**src/rtl/spi_flash_cmd.sv**
```systemverilog
// SPI mode-0 command engine for an external NOR flash: opcode, optional 24-bit
// address and a byte-counted read or page-program data phase per handshake.
module spi_flash_cmd #(
    parameter int unsigned CLK_DIV = 2,
    parameter int unsigned CS_HIGH = 4
) (
    input  logic        sys_clk,
    input  logic        rst_n,
    input  logic [7:0]  cmd,
    input  logic        cmd_valid,
    output logic        cmd_ack,
    input  logic [23:0] addr,
    input  logic [8:0]  size,
    input  logic [7:0]  data_in,
    output logic        data_req,
    output logic [7:0]  data_out,
    output logic        data_valid,
    output logic        spi_cs_n,
    output logic        spi_sck,
    output logic        spi_mosi,
    input  logic        spi_miso
);

    localparam int unsigned CNT_W = 9;
    localparam logic [CNT_W-1:0] RISE_AT = CNT_W'(CLK_DIV - 1);
    localparam logic [CNT_W-1:0] BIT_END = CNT_W'(2 * CLK_DIV - 1);
    localparam logic [CNT_W-1:0] REQ_AT  = CNT_W'(2 * CLK_DIV - 3);
    localparam logic [CNT_W-1:0] CSH_END = CNT_W'(CS_HIGH - 1);

    typedef enum logic [2:0] {
        IDLE,
        CMD,
        ADDR,
        DATA,
        HOLD,
        CSH,
        ACK
    } state_t;

    state_t           state, state_d;
    logic [CNT_W-1:0] div_cnt, div_d;
    logic [2:0]       bit_cnt, bit_d;
    logic [4:0]       addr_cnt, addr_d;
    logic [8:0]       byte_cnt, byte_d;
    logic [30:0]      tx_sr, tx_d;
    logic [6:0]       rx_sr, rx_d;
    logic             has_addr_q, has_addr_d;
    logic             rd_q, rd_d;
    logic             wr_q, wr_d;
    logic             data_en_q, data_en_d;
    logic             cs_n_d, sck_d, mosi_d, ack_d, req_d, valid_d;
    logic [7:0]       dout_d;
    logic             dec_addr, dec_rd, dec_wr;
    logic             pp_next;

    // Opcode classification
    always_comb begin
        dec_addr = 1'b0;
        dec_rd   = 1'b0;
        dec_wr   = 1'b0;
        case (cmd)
            8'h03:        begin dec_addr = 1'b1; dec_rd = 1'b1; end
            8'h05:        dec_rd = 1'b1;
            8'h02:        begin dec_addr = 1'b1; dec_wr = 1'b1; end
            8'hD8, 8'h20: dec_addr = 1'b1;
            default:      ;
        endcase
    end

    // Next state, counters and next values of the registered outputs
    always_comb begin
        state_d    = state;
        div_d      = div_cnt;
        bit_d      = bit_cnt;
        addr_d     = addr_cnt;
        byte_d     = byte_cnt;
        tx_d       = tx_sr;
        rx_d       = rx_sr;
        has_addr_d = has_addr_q;
        rd_d       = rd_q;
        wr_d       = wr_q;
        data_en_d  = data_en_q;
        cs_n_d     = spi_cs_n;
        sck_d      = spi_sck;
        mosi_d     = spi_mosi;
        ack_d      = 1'b0;
        req_d      = 1'b0;
        valid_d    = 1'b0;
        dout_d     = data_out;

        // Current bit is the last one before a page-program data byte
        pp_next = wr_q && data_en_q &&
                  ((state == ADDR && addr_cnt == 5'd23) ||
                   (state == CMD && !has_addr_q && bit_cnt == 3'd7) ||
                   (state == DATA && bit_cnt == 3'd7 && byte_cnt != 9'd1));

        case (state)
            IDLE: begin
                cs_n_d = 1'b1;
                sck_d  = 1'b0;
                mosi_d = 1'b0;
                if (cmd_valid) begin
                    state_d    = CMD;
                    div_d      = '0;
                    bit_d      = '0;
                    addr_d     = '0;
                    byte_d     = size;
                    tx_d       = {cmd[6:0], addr};
                    has_addr_d = dec_addr;
                    rd_d       = dec_rd;
                    wr_d       = dec_wr;
                    data_en_d  = (dec_rd || dec_wr) && (size != 9'd0);
                    cs_n_d     = 1'b0;
                    mosi_d     = cmd[7];
                end
            end
            CMD, ADDR, DATA: begin
                if (div_cnt == RISE_AT) begin
                    sck_d = 1'b1;
                    if (state == DATA && rd_q) begin
                        rx_d = {rx_sr[5:0], spi_miso};
                        if (bit_cnt == 3'd7) begin
                            dout_d  = {rx_sr, spi_miso};
                            valid_d = 1'b1;
                        end
                    end
                end
                if (div_cnt == REQ_AT && pp_next) begin
                    req_d = 1'b1;
                end
                if (div_cnt == BIT_END) begin
                    div_d  = '0;
                    bit_d  = bit_cnt + 3'd1;
                    sck_d  = 1'b0;
                    tx_d   = {tx_sr[29:0], 1'b0};
                    mosi_d = tx_sr[30];
                    case (state)
                        CMD: begin
                            if (bit_cnt == 3'd7) begin
                                state_d = has_addr_q ? ADDR : (data_en_q ? DATA : HOLD);
                            end
                        end
                        ADDR: begin
                            addr_d = addr_cnt + 5'd1;
                            if (addr_cnt == 5'd23) begin
                                state_d = data_en_q ? DATA : HOLD;
                            end
                        end
                        default: begin
                            if (bit_cnt == 3'd7) begin
                                byte_d = byte_cnt - 9'd1;
                                if (byte_cnt == 9'd1) begin
                                    state_d = HOLD;
                                end
                            end
                        end
                    endcase
                    // Reads keep MOSI low; program bytes load fresh from data_in
                    if (state_d == DATA && rd_q) begin
                        mosi_d = 1'b0;
                    end else if (state_d == DATA && bit_cnt == 3'd7) begin
                        tx_d   = {data_in[6:0], 24'd0};
                        mosi_d = data_in[7];
                    end else if (state_d == HOLD) begin
                        mosi_d = 1'b0;
                    end
                end else begin
                    div_d = div_cnt + CNT_W'(1);
                end
            end
            HOLD: begin
                sck_d = 1'b0;
                if (div_cnt == RISE_AT) begin
                    state_d = CSH;
                    div_d   = '0;
                    cs_n_d  = 1'b1;
                end else begin
                    div_d = div_cnt + CNT_W'(1);
                end
            end
            CSH: begin
                if (div_cnt == CSH_END) begin
                    state_d = ACK;
                    div_d   = '0;
                    ack_d   = 1'b1;
                end else begin
                    div_d = div_cnt + CNT_W'(1);
                end
            end
            ACK: begin
                state_d = IDLE;
                div_d   = '0;
            end
            default: begin
                state_d = IDLE;
            end
        endcase
    end

    always_ff @(posedge sys_clk or negedge rst_n) begin
        if (!rst_n) begin
            state      <= IDLE;
            div_cnt    <= '0;
            bit_cnt    <= '0;
            addr_cnt   <= '0;
            byte_cnt   <= '0;
            tx_sr      <= '0;
            rx_sr      <= '0;
            has_addr_q <= 1'b0;
            rd_q       <= 1'b0;
            wr_q       <= 1'b0;
            data_en_q  <= 1'b0;
            spi_cs_n   <= 1'b1;
            spi_sck    <= 1'b0;
            spi_mosi   <= 1'b0;
            cmd_ack    <= 1'b0;
            data_req   <= 1'b0;
            data_valid <= 1'b0;
            data_out   <= 8'h00;
        end else begin
            state      <= state_d;
            div_cnt    <= div_d;
            bit_cnt    <= bit_d;
            addr_cnt   <= addr_d;
            byte_cnt   <= byte_d;
            tx_sr      <= tx_d;
            rx_sr      <= rx_d;
            has_addr_q <= has_addr_d;
            rd_q       <= rd_d;
            wr_q       <= wr_d;
            data_en_q  <= data_en_d;
            spi_cs_n   <= cs_n_d;
            spi_sck    <= sck_d;
            spi_mosi   <= mosi_d;
            cmd_ack    <= ack_d;
            data_req   <= req_d;
            data_valid <= valid_d;
            data_out   <= dout_d;
        end
    end

endmodule

```
**config.mk**
```make
export PLATFORM = sky130hd
export DESIGN_NAME = spi_flash_cmd
export DESIGN_NICKNAME = d
export VERILOG_FILES = /design/src/rtl/spi_flash_cmd.sv
export SDC_FILE = /design/constraint.sdc
export NUM_CORES = 1
export LEC_CHECK = 0
export ABC_AREA = 1
export BUFFER_PORTS_ARGS = -buffer_cell sky130_fd_sc_hd__clkbuf_2
export CAP_MARGIN = 5
export CORE_MARGIN = 3
export CORE_UTILIZATION = 59
export CTS_BUF_LIST = sky130_fd_sc_hd__clkbuf_4 sky130_fd_sc_hd__clkbuf_8
export DETAILED_ROUTE_END_ITERATION = 12
export PLACE_DENSITY = 0.82
export SYNTH_ARGS = -nofsm -noshare
export SYNTH_HDL_FRONTEND = slang
export SYNTH_SLANG_ARGS = --single-unit
export TNS_END_PERCENT = 50
```
**constraint.sdc**
```tcl
create_clock -name sys_clk -period 2 [get_ports sys_clk]
set_input_delay 0.4 -clock sys_clk [delete_from_list [all_inputs] [get_ports sys_clk]]
set_output_delay 0.4 -clock sys_clk [all_outputs]
set_load 0.1 [all_outputs]
```
[After elaboration in Yosys (flattened, before gate mapping)]
Cells that the tools add are included.
Storage, ports and cells
  bits of input ports: 53
  output and inout port bits: 14
  register bits after elaboration: 85
  word-level logic and storage cells: 145
Cells by class
  reduce and logical (&&, ||, !) cells: 39
  muxes and demuxes: 57
  add/subtract/negate cells: 4
  equal/unequal tests: 27
Operator list (number)
  two-way mux 31 bit: 4
  two-way mux 9 bit: 7
  case mux 31 bit (2 select lines): 1
  two-way mux 3 bit: 14
  case mux 9 bit (4 select lines): 1
  two-way mux 1 bit: 19
  == test 9 x 1 -> 1 bit (second input constant): 2
  case mux 9 bit (2 select lines): 1
  == test 8 x 2 -> 1 bit (second input constant): 2
  == test 3 bit (second input constant): 5
  two-way mux 5 bit: 3
  != test 2 bit (second input constant): 7
  logical AND 1 bit: 12
  case mux 3 bit (2 select lines): 2
  case mux 3 bit (4 select lines): 1
  AND reduction 4 bit: 3
  case mux 5 bit (2 select lines): 1
  AND reduction 2 bit: 5
  adder 9 x 1 -> 9 bit (second input constant): 1
  == test 3 x 2 -> 1 bit (second input constant): 3
  == test 9 x 2 -> 1 bit (second input constant): 1
  != test 9 x 1 -> 1 bit (second input constant): 1
  nonzero test 9 bit: 1
  subtractor 9 x 1 -> 9 bit (second input constant): 1
  other kinds (19): 29

[Longest topological paths before layout]
Gate-level depths: netlist of the first run.
  word-level depth: 12
  mapped depth: 14
  gate-level depth less buffers: 13

[Least setup slack after synthesis of the first run]
OpenSTA, ideal clock, no wires.
  path type: register to register
  start point: register bit_cnt[0]
  end point: register tx_sr[24]
  library setup time: 0.077 ns
  setup slack: 0.183 ns
  buffers on the path: 1
  data arrival time: 1.740 ns
  stages on the path, launching flop included: 13
  data required time: 1.923 ns
  period minus slack after synthesis: 1.817 ns
  path through: dfrtp_1 ha_1 ha_1 nand3_1 nand3_1 nand3_1 nand3_1 nor2_2 nand3_2 buf_6 nand2_1 nand3_1 a21oi_1
Between the ends
  cells in the longest elaborated chain, start to end: 11
  elaborated cells on any way between the ends: 13
  classes of those cells: eq/ne (2); mux (9); reduce/logical (2)
Ends and longest elaborated chain
  start, declared: line 42  | logic [2:0] bit_cnt, bit_d;
  start signal, assigned: line 223  | bit_cnt <= bit_d;
  == test 3 bit *: line 139, 150, 161
  two-way mux 3 bit (on tied branches): line 150, 139
  case mux 3 bit (2 select lines): line 137  | case (state)
  two-way mux 3 bit: line 131  | if (div_cnt == BIT_END) begin
  two-way mux 3 bit: line 97  | case (state)
  == test 3 x 2 -> 1 bit: line 159, 161
  logical AND 1 bit: line 161  | end else if (state_d == DATA && bit_cnt == 3'd7) begin
  two-way mux 31 bit: line 161
  two-way mux 31 bit *: line 159  | if (state_d == DATA && rd_q) begin
  two-way mux 31 bit *: line 131
  case mux 31 bit (2 select lines) *: line 97
  end signal, assigned: line 226  | tx_sr <= tx_d;
  end, declared: line 45  | logic [30:0] tx_sr, tx_d;
Every way passes the cells marked *; elsewhere a longest branch is shown, timed or not. The select of a mux whose other input is x is not followed.
A chain may end at the register's enable or synchronous reset.

[Final worst setup path of the first run]
  start point: register bit_cnt[0]
  end point: register tx_sr[1]
Same word-level chain as after synthesis.

==> key figures, run 1 <==
Run status
  – Status: finished clean

Logic synthesis
  – Post-Syn Nets: ~640
  – Mapped Cells: approximately 580
  – Mean post-synth cell area: roughly 7.9 um^2
  – List of most frequent post-synthesis cells: nand2_1 (89), dfrtp_1 (84), a21oi_1 (71)
  – Yosys top cell by area: dfrtp_1
  – Post-synthesis cell area: approximately 4600 um^2
  – Yosys cell types: 46
  – Yosys reg bits: 85
  – Share of Yosys cell area claimed by the top area cell type: approximately 46%
  – Synth area leaders: dfrtp_1 (46%), a21oi_1 (7.8%), nand2_1 (7.3%), nand3_1 (6.3%), inv_1 (5.3%)
  – Most common cell in the netlist: nand2_1
  – Seq/Total Area, Yosys: 46.77%
  – EDFF count, synth: 0
  – Number of synthesis warnings: 0
  – Top FF cell, synth: dfrtp_1
  – Share of flip-flops with an asynchronous set or reset: 100.0%

Floorplanning
  – IO Pins: 67
  – Core ar.: ~7400 um^2
  – Core Rows: 31
  – Initial Util: about 62%
  – Die X: ~94 um
  – Area of the die: between 8000 and 9000 um^2
  – Die height: ~94 um

Place
  – Routability Congestion: between 0.8 and 0.9
  – Dpl ws: -0.06833 ns
  – Hpwl dp: around 7800 um
  – Number of port buffers: 66

Critical path
  – WP data required: approximately 2.2 ns
  – Worst r2r src: bit_cnt[0]$_DFFE_PN0P_
  – Reg2Reg Depth: 12
  – Critical Path Start: bit_cnt[0]$_DFFE_PN0P_
  – Startpoint types: flip-flop
  – Crit Path Class: flip-flop to flip-flop
  – Flop-to-flop setup slack: around 0.012 ns
  – CP Max Fanout: 7
  – Worst r2r dst: tx_sr[1]$_DFFE_PN0P_
  – Worst Path Arrival: about 2.2 ns
  – Critical Path End Type: flip-flop
  – Setup crit end: tx_sr[1]$_DFFE_PN0P_

Min path
  – Hold Path Class: primary input to flip-flop

Pwr
  – Leakage: between 2 and 3 nW
  – Total design power: between 3 and 4 mW
  – Worst vdd ir: approximately 0.42 mV
  – Pwr/cell area: ~570 nW/um^2

Cells and area
  – Layout cells sized above 1: 30.65%
  – Filler cell count: 503
  – # diodes: 0
  – Area growth syn-to-layout: 27.03%
  – Final #Nets: ~730

Global route
  – Busiest grt layer: met2
  – Met3 Usage GRT: between 5 and 6%
  – Initial antenna violation count: 0
  – Largest net degree at the start of global routing: between 40 and 50
  – Gr usage total: between 20 and 30%
  – Grt met1 use: 35.77%
  – GRT Residual Overflow: 0
  – Met2 usage: 44.35%
  – Global-route wire length before repair: approximately 19000 um
  – Vias in the first global route: roughly 4200

STA
  – Worst setup slack after layout: approximately 0.012 ns
  – Fmax: roughly 0.50 GHz
  – Skew final: between 0.01 and 0.015 ns
  – RSZ-0062 raised after global routing: yes
  – Final setup vio count: 0
  – Worst Max-Slew Pin Slew: between 0.5 and 0.6 ns
  – Slew Limit Headroom: between 60% and 70%
  – Max-slew violation count: 0
  – Fin crit share: approximately 99%
  – Endpoints failing hold: 0
  – Min Tclk post-route: 1.988 ns
  – Fin Setup TNS: 0 ns

Clock tree
  – Worst-path clk slew: 0.08 ns
  – Maximum clock insertion buffer count: 2
  – H-tree Lvls: 3
  – Worst skew pair latency: 0.36 ns
  – CTS tree: built
  – Number of buffers inserted during clock tree synthesis: 9
  – Clock sink count: 85
  – CTS Root Cell: clkbuf_8

Drt
  – Drt initial violations: ~340
  – ANT nets after route: 0
  – DRT Pass-1 Iters: 5
  – Routed len/inst: approximately 15 um
  – Total Wirelength: ~12000 um
  – Vias/cell: 5.776
  – Number of remaining DRC errors: 0
  – Via Count: between 4000 and 5000

Flow run
  – Number of max-cap violations: 0
[state kept, by name, summed over array words and instances (netlist names)]
name / count
addr_cnt: 5
bit_cnt: 3
byte_cnt: 9
cmd_ack: 1
data_en_q: 1
data_out: 8
data_req: 1
data_valid: 1
div_cnt: 9
has_addr_q: 1
rd_q: 1
rx_sr: 7
spi_cs_n: 1
spi_mosi: 1
spi_sck: 1
state: 3
tx_sr: 31
wr_q: 1
[area by class of cell]
| cell class | count | area [um^2] | share of cell area (%) |
|---|---|---|---|
| Clock buffer | 9 | 123.9 | 2.143 |
| Clock inverter | 6 | 88.84 | 1.537 |
| Inverter | 77 | 291.5 | 5.043 |
| Multi-Input combinational cell | 394 | 2330 | 40.30 |
| Sequential cell | 85 | 2130 | 36.84 |
| Tap cell | 99 | 123.9 | 2.143 |
| Timing Repair Buffer | 101 | 693.2 | 11.99 |
[metrics by stage]
stage / util (%) / cell area [um^2] / hold WS [ns] / cells
5_1_grt: 78.44 / 5781 / 0.2709 / 771
2_1_floorplan: - / 4551 / 0.1044 / 578
6_report: 78.44 / 5781 / 0.2660 / 771
3_5_place_dp: 69.69 / 5136 / 0.3175 / 746
3_3_place_gp: 69.69 / 5136 / 0.3117 / 746
4_1_cts: 74.86 / 5517 / 0.2582 / 767
[cell families after synthesis]
group / Yosys count / synth area share [%]
simple gates: 246 / 25.13
compound gates: 135 / 16.28
buf+inv: 99 / 8.743
flops: 85 / 46.77
xor+xnor: 6 / 1.155
fa+ha+maj: 7 / 1.925
[cells in the final DEF (no fill, tap or decap), types with 2 or more instances in the layout]
cell type and instances:
a31oi_1 3, buf_4 28, o21a_1 2, a32oi_1 2, xor2_1 6, clkbuf_2 65
clkinvlp_4 2, clkbuf_8 9, a21oi_2 18, nand3_4 5, nand2_1 74, nand4_1 14
dfrtp_1 83, nor2_1 51, nor2_4 6, inv_1 63, o21ai_1 7, bufinv_16 2
nand3b_1 2, buf_12 6, a22o_1 2, nand2_2 16, nand3_1 37, ha_2 2
inv_2 12, nand2_4 3, o21ai_0 32, nor3_1 12, ha_1 3, ha_4 2
a21oi_1 53, nor4_1 2, o22ai_1 5, nand3_2 17, nor2_2 4
[worst max-delay path: stages, from the launching register on]
cell and delay [ns]:
dfrtp_1 0.40, ha_2 0.21, ha_4 0.18, nand3_2 0.11
nand2_2 0.07, nand2_2 0.11, nand2_4 0.07, nor2_4 0.14
nand3_4 0.14, buf_12 0.16, buf_16 0.13, nand3_1 0.07
a21oi_1 0.07
[worst min path at each step]
stage                   from                      end  slack, ns  depth (start not counted)
detailed placement     rst_n  data_out[5]$_DFFE_PN0P_       0.32                          1
global placement       rst_n  data_out[5]$_DFFE_PN0P_       0.31                          1
finish              spi_miso  data_out[0]$_DFFE_PN0P_       0.27                          3
floorplan              rst_n  addr_cnt[0]$_DFFE_PN0P_       0.10                          0
CTS                 spi_miso  data_out[0]$_DFFE_PN0P_       0.26                          3
global route        spi_miso  data_out[0]$_DFFE_PN0P_       0.27                          3
[power breakdown]
group	switching [mW]	internal (mW)	leakage [nW]
sequential	0.0180	1.74	0.963
clock	0.630	0.696	0.101
combinational	0.115	0.0830	1.91
total	0.763	2.52	2.97
[layer usage]
layer	part of all wire, %	up-vias	wire length [um]
li1	-	2112	-
met1	42	2129	4980
met2	50	182	5921
met3	6.1	30	723
met4	2.1	0	251
met5	0	-	0
[repair_timing]
item / 4_1_cts / 5_1_grt
hold endpoints to repair: 20 / 0
gates resized for setup: 16 / 63
gates cloned: 2 / 0
buffers inserted: 3 / 6
pin swaps: 3 / 20
hold buffers: 1 / 0
endpoints found under the setup margin: 7 / 35
Power figures use the tool's default switching activity.
==> run 2, diff against run 1 <==
Settings changed: SETUP_SLACK_MARGIN from default to 0.2.
==> run 2 against run 1 <==
Critical path type unchanged; largest power group unchanged; cell count up 2.7%; routed wire length increased by 15%; the run now ends with negative setup slack left; fmax is 0.69% lower; global-route usage is 0.24 points lower; die area unchanged; sequential share of layout area down 1.2 points; critical path depth increased by 2.
==> key figures, run 2 (same netlist as run 1, synthesis figures left out) <==
Pwr
  – Sequential share of power: 52.3% (-1.3 points)
  – Logic pwr share: 5.8% (-0.2 points)
  – Net Sw Power: 0.8025 mW (+5.2%)
  – Proportion of power drawn by the clock network: 41.9% (+1.5 points)
  – Total design power: 3.358 mW (+2.4%)
  – Sw Share: 23.90% (+0.65 points)
  – Worst vdd ir: 0.4713 mV (+13%)
  – P_int: 2.556 mW (+1.5%)
  – Leakage: 3.081 nW (+3.6%)
  – Pwr/cell area: 561.9 nW/um^2 (-1.0%)

Global route
  – Gr usage total: 26.83% (-0.24 points)
  – GRT Residual Overflow: 0 (unchanged)
  – Busiest grt layer: met2
  – Met3 Usage GRT: 5.609% (-0.32 points)
  – Global-route wire length before repair: 18800 um (-0.66%)
  – Largest net degree at the start of global routing: 86 (+83%)
  – Met2 usage: 42.64% (-1.7 points)
  – Vias in the first global route: 4181 (+0.072%)
  – Grt met1 use: 35.46% (-0.31 points)
  – Initial antenna violation count: 0 (unchanged)

Clock tree
  – Hold-fix buffers, CTS: 0 (-1)
  – Maximum clock insertion buffer count: 2 (unchanged)
  – Worst-path clk slew: 0.09 ns (about the same)
  – Number of buffers inserted during clock tree synthesis: 9 (unchanged)
  – H-tree Lvls: 3 (unchanged)
  – CTS tree: built
  – Clock sink count: 85 (unchanged)
  – Worst skew pair latency: 0.37 ns (about the same)
  – CTS Root Cell: clkbuf_8

Cells and area
  – Most frequent cells in the layout: dfrtp_1 (82), nand2_1 (77), clkbuf_2 (65), inv_1 (60), a21oi_1 (51)
  – Max reg flops: 31 (unchanged)
  – Area growth syn-to-layout: 31.34%
  – Biggest regs: tx_sr: 31 flops, byte_cnt: 9 flops, div_cnt: 9 flops
  – Util after Layout: 81.10% (+2.7 points)
  – Layout cells sized above 1: 32.90% (+2.2 points)
  – Most common cell after layout, fill and taps aside: dfrtp_1
  – # diodes: 0 (unchanged)
  – Top reg by flops: tx_sr
  – Final #Nets: 749 (+2.9%)

STA
  – Endpoints failing hold: 0 (unchanged)
  – Hold Slack: 0.04714 ns (-0.2188 ns)
  – Final setup vio count: 1 (+1)
  – Worst Max-Slew Pin Slew: 0.5767 ns (+0.02386 ns)
  – Slew Limit Headroom: 60.56% (-2.7 points)
  – RSZ-0062 raised after global routing: yes
  – Worst setup slack after layout: -0.001394 ns (-0.01373 ns)
  – Fin crit share: 100.1% (+0.69 points)
  – Fin Setup TNS: -0.001394 ns (-0.001394 ns)
  – Max-slew violation count: 0 (unchanged)
  – Min Tclk post-route: 2.001 ns (+0.01373 ns)
  – Skew final: 0.01147 ns (+0.0006363 ns)
  – Fmax: 0.4997 GHz (-0.69%)

Drt
  – Drt initial violations: 418 (+23%)
  – ANT nets after route: 0 (unchanged)
  – DRT Pass-1 Iters: 5 (unchanged)
  – Via Count: 4730 (+6.2%)
  – Number of remaining DRC errors: 0 (unchanged)
  – Vias/cell: 5.972 (+3.4%)
  – Routed len/inst: 17.20 um (+12%)
  – Total Wirelength: 13630 um (+15%)

Critical path
  – CP max stage cell: dfrtp_1
  – Max incr delay on CP: 0.40 ns (about the same)
  – Number of cells on the critical path: 14 (+2)
  – Crit Path Class: flip-flop to flip-flop
  – Critical Path End Type: flip-flop
  – Most used cell, CP: nand3_2
  – Worst-path cell chain: inv_2 -> ha_2 -> nand2_1 -> nor2_2 -> nand3_2 -> nand2_1 -> nand2_2 -> nand3_2 -> nor2_4 -> nand3_4 -> buf_12 -> clkbuf_16 -> nand3_2 -> a21oi_2
  – WP data required: 2.30 ns (+0.06 ns)
  – Worst Path Buf+Inv: 3 (+1)
  – Reg2Reg Depth: 14 (+2)
  – CP Max Fanout: 7 (unchanged)
  – Startpoint types: flip-flop
  – Worst Path Arrival: 2.30 ns (+0.07 ns)
  – Cell family with most CP delay: simple AND/OR/NAND/NOR gates

Run status
  – Status: finished with violations
  – Failing checks: negative setup slack

Floorplanning
  – Initial Util: 61.75% (unchanged)
  – Area of the die: 8803 um^2 (unchanged)
  – Core Rows: 31 (unchanged)
  – Core ar.: 7370 um^2 (unchanged)
  – Die X: 93.83 um (unchanged)
  – Die height: 93.83 um (unchanged)
  – IO Pins: 67 (unchanged)

Place
  – Hpwl dp: 7302 um (-6.1%)
  – Routability Congestion: 0.8646 (-1.8%)
  – Dpl ws: 0.008612 ns (+0.07695 ns)
  – Number of port buffers: 66 (unchanged)

Flow run
  – Number of max-cap violations: 0 (unchanged)

Min path
  – Hold Path Class: primary input to asynchronous set/reset pin
## run 2: cell count changes in the layout (fill, tap and decap cells not counted), moves of 4 or more
| cell | before | now |
|---|---|---|
| buf_4 | 28 | 46 |
| nand3_1 | 37 | 45 |
| nand3_2 | 17 | 9 |
| nand2_2 | 16 | 11 |
| inv_4 | 1 | 5 |
## run 2: worst paths after layout
path                                    startpoint                 endpoint  slack, ns
max                        byte_cnt[1]$_DFFE_PN0P_     tx_sr[8]$_DFFE_PN0P_     -0.001
min                                          rst_n  data_out[5]$_DFFE_PN0P_       0.05
max reg2reg                byte_cnt[1]$_DFFE_PN0P_     tx_sr[8]$_DFFE_PN0P_     -0.001
min reg2reg                data_out[0]$_DFFE_PN0P_  data_out[0]$_DFFE_PN0P_       0.49
max in group asynchronous                    rst_n   bit_cnt[2]$_DFFE_PN0P_       1.61
min in group sys_clk                       size[3]  byte_cnt[3]$_DFFE_PN0P_       0.28
## run 2: layer usage
layer,routed length (um),vias up
li1,-,2156
met1,5238,2266
met2,6775,245
met3,1044,63
met4,567,0
met5,0,-
## run 2: power by group through the flow
stage / clock [mW] / sequential, mW / combinational [mW]
floorplan: 0 / 1.78 / 0.0623
global placement: 0 / 1.79 / 0.174
detailed placement: 0 / 1.79 / 0.178
CTS: 1.39 / 1.75 / 0.183
global route: 1.49 / 1.76 / 0.218
finish: 1.41 / 1.76 / 0.195
## run 2: repair_timing
item,CTS,global route
gates resized for setup,20,73
cloned,2,2
pin swaps,7,25
setup endpoints to repair,49,70
buffers inserted,9,26
## run 2: stage by stage
stage | cells | area [um^2]
6_report | 792 | 5977
5_1_grt | 792 | 5977
4_1_cts | 764 | 5489
3_5_place_dp | 738 | 5066
3_3_place_gp | 738 | 5066
2_1_floorplan | 578 | 4553
## run 2: cell type report
class	instances	area (um^2)
clock buffer	10	137.6
clock inverter	5	82.58
fill	460	1393
inverter	77	301.5
multi-input combinational	395	2336
sequential	85	2131
tap	99	123.9
timing repair buffer	121	864.6
==> run 3, diff against run 2 <==
Settings changed: CORE_UTILIZATION 59 to 54, CTS_CLUSTER_DIAMETER from default to 40, GPL_ROUTABILITY_DRIVEN from default to 0, PLACE_DENSITY 0.82 to 0.79.
Clock period 2 ns to 1.83 ns, I/O delays scaled along.
==> run 3 against run 2 <==
The run still ends with negative setup slack left; cell count grew 2.0%; fmax is 1.7% lower; register-to-register slack worse by 0.20 ns; sequential cell count unchanged.
==> key figures, run 3 (same netlist as run 1, synthesis figures left out) <==
Run status
  – Status: finished with violations
  – Failing checks: negative setup slack

Drt
  – Total Wirelength: 13690 um (+0.48%)
  – Via Count: 4708 (-0.47%)
  – Routed len/inst: 16.94 um (-1.5%)
  – Met3 wire len: 1011 um (-3.2%)
  – DRT Pass-1 Iters: 6 (+1)
  – DR WL met2: 6842 um (+0.99%)
  – ANT nets after route: 0 (unchanged)
  – Drt initial violations: 336 (-20%)
  – Number of remaining DRC errors: 0 (unchanged)
  – Vias/cell: 5.827 (-2.4%)
  – Metal-1 WL: 5407 um (+3.2%)
  – Highest routed layer: met4

Critical path
  – Crit Path Class: flip-flop to flip-flop
  – Critical Path Start: state[2]$_DFFE_PN0P_
  – Startpoint types: flip-flop
  – Critical Path End Type: flip-flop
  – WP data required: 2.12 ns (-0.18 ns)
  – Worst Path Arrival: 2.33 ns (+0.03 ns)
  – Worst r2r src: state[2]$_DFFE_PN0P_
  – CP Max Fanout: 10 (+3)

STA
  – Endpoints failing hold: 0 (unchanged)
  – Worst Max-Slew Pin Slew: 0.5468 ns (-0.02989 ns)
  – Final setup vio count: 36 (+35)
  – Fin Setup TNS: -3.881 ns (-3.880 ns)
  – Fmax: 0.4913 GHz (-1.7%)
  – Worst setup slack after layout: -0.2053 ns (-0.2039 ns)
  – Hold Slack: 0.2463 ns (+0.1991 ns)
  – Slew Limit Headroom: 63.70% (+3.1 points)
  – Max-slew violation count: 0 (unchanged)
  – Skew final: 0.004435 ns (-0.007037 ns)
  – RSZ-0062 raised after global routing: yes
  – Min Tclk post-route: 2.035 ns (+0.03391 ns)
  – Fin crit share: 111.2% (+11 points)

Pwr
  – Worst vdd ir: 0.5147 mV (+9.2%)
  – Sw Share: 22.74% (-1.2 points)
  – Net Sw Power: 0.8583 mW (+7.0%)
  – Proportion of power drawn by the clock network: 43.1% (+1.2 points)
  – Leakage: 3.105 nW (+0.79%)
  – P_int: 2.916 mW (+14%)
  – Pwr/cell area: 613.6 nW/um^2 (+9.2%)
  – Sequential share of power: 50.8% (-1.5 points)
  – Logic pwr share: 6.1% (+0.3 points)

Flow run
  – Number of max-cap violations: 0 (unchanged)

Clock tree
  – Maximum clock insertion buffer count: 2 (unchanged)
  – H-tree Lvls: 3 (unchanged)
  – Number of buffers inserted during clock tree synthesis: 9 (unchanged)
  – CTS Root Cell: clkbuf_8
  – Worst-path clk slew: 0.08 ns (about the same)
  – CTS tree: built
  – Clock sink count: 85 (unchanged)
  – Worst skew pair latency: 0.36 ns (about the same)

Cells and area
  – Area growth syn-to-layout: 35.19%
  – Util after Layout: 77.21% (-3.9 points)
  – Biggest regs: tx_sr: 31 flops, byte_cnt: 9 flops, div_cnt: 9 flops
  – # diodes: 0 (unchanged)
  – Top reg by flops: tx_sr
  – Filler cell count: 511 (+11%)
  – Max reg flops: 31 (unchanged)
  – Final #Nets: 761 (+1.6%)
  – Most common cell after layout, fill and taps aside: dfrtp_1
  – Most frequent cells in the layout: dfrtp_1 (82), nand2_1 (72), clkbuf_2 (64), a21oi_1 (60), inv_1 (55)
  – Layout cells sized above 1: 34.99% (+2.1 points)

Floorplanning
  – Die X: 97.80 um (+4.2%)
  – Core Rows: 32 (+3.2%)
  – Initial Util: 57.11% (-4.6 points)
  – Core ar.: 7968 um^2 (+8.1%)
  – IO Pins: 67 (unchanged)
  – Die height: 97.80 um (+4.2%)
  – Area of the die: 9565 um^2 (+8.7%)

Global route
  – Gr usage total: 26.17% (-0.67 points)
  – Largest net degree at the start of global routing: 39 (-55%)
  – Initial antenna violation count: 0 (unchanged)
  – Vias in the first global route: 4537 (+8.5%)
  – GRT Residual Overflow: 0 (unchanged)
  – Global-route wire length before repair: 20560 um (+9.4%)

Place
  – Dpl ws: -0.08867 ns (-0.09728 ns)
  – Hpwl dp: 8338 um (+14%)
  – Number of port buffers: 66 (unchanged)

Min path
  – Hold Path Origin: spi_miso
  – Hold Path Class: primary input to flip-flop
run 3: final timing paths:
kind,end,slack (ns),depth (start not counted)
min in group asynchronous,cmd_ack$_DFF_PN0_,0.51,2
max reg2reg,spi_mosi$_DFFE_PN0P_,-0.21,14
max,spi_mosi$_DFFE_PN0P_,-0.21,14
min,data_out[0]$_DFFE_PN0P_,0.25,3
min reg2reg,wr_q$_DFFE_PN0P_,0.48,1
max in group asynchronous,div_cnt[0]$_DFFE_PN0P_,0.74,3
run 3: metrics by stage:
stage / cells / instance area [um^2] / total power [mW]
6_report: 808 / 6152 / 3.775
4_1_cts: 793 / 5812 / 3.777
2_1_floorplan: 578 / 4599 / 2.020
5_1_grt: 808 / 6152 / 3.917
3_5_place_dp: 771 / 5325 / 2.158
3_3_place_gp: 771 / 5325 / 2.150
run 3: metal layers:
layer  vias to the layer above  track usage (%)
met5                         -                0
met4                         0            9.904
met3                        54            5.929
met2                       271            43.23
met1                      2203            33.77
li1                       2180                -
run 3: layout make-up:
type                            count  area (um^2)  area share (%)
Multi-Input combinational cell    394         2397           38.97
Sequential cell                    85         2131           34.63
Timing Repair Buffer              133        937.1           15.23
Inverter                           77        309.0           5.023
Clock buffer                       10        131.4           2.135
Tap cell                          102        127.6           2.074
Clock inverter                      6        111.4           1.810
Timing Repair inverter              1        7.507          0.1220
run 3: worst max-delay path: stages (launching register included):
cell and delay (ns):
dfrtp_1 0.43, inv_4 0.13, nand2_2 0.09, nor2_4 0.13
nand2_1 0.08, nand2_1 0.10, nand2_1 0.06, nand2_1 0.09
nand2_2 0.09, nor2_4 0.16, buf_6 0.17, nand2_1 0.06
nand2_1 0.08, nand3_1 0.12, a21oi_2 0.16
run 3: power by group through the flow:
stage	Clock (mW)	Combinational [mW]	Sequential (mW)
final	1.63	0.229	1.92
after global routing	1.74	0.254	1.92
after CTS	1.65	0.214	1.92
after detailed placement	0	0.204	1.95
after global placement	0	0.197	1.95
after floorplan	0	0.0690	1.95
run 3: what timing repair did:
action / in CTS / in global routing
resized for setup: 61 / 57
endpoints found under the setup margin: 69 / 82
hold buffers: 1 / 0
endpoints found under the hold margin: 33 / 0
setup buffers: 5 / 13
pin swaps: 31 / 35
cloned: 0 / 2
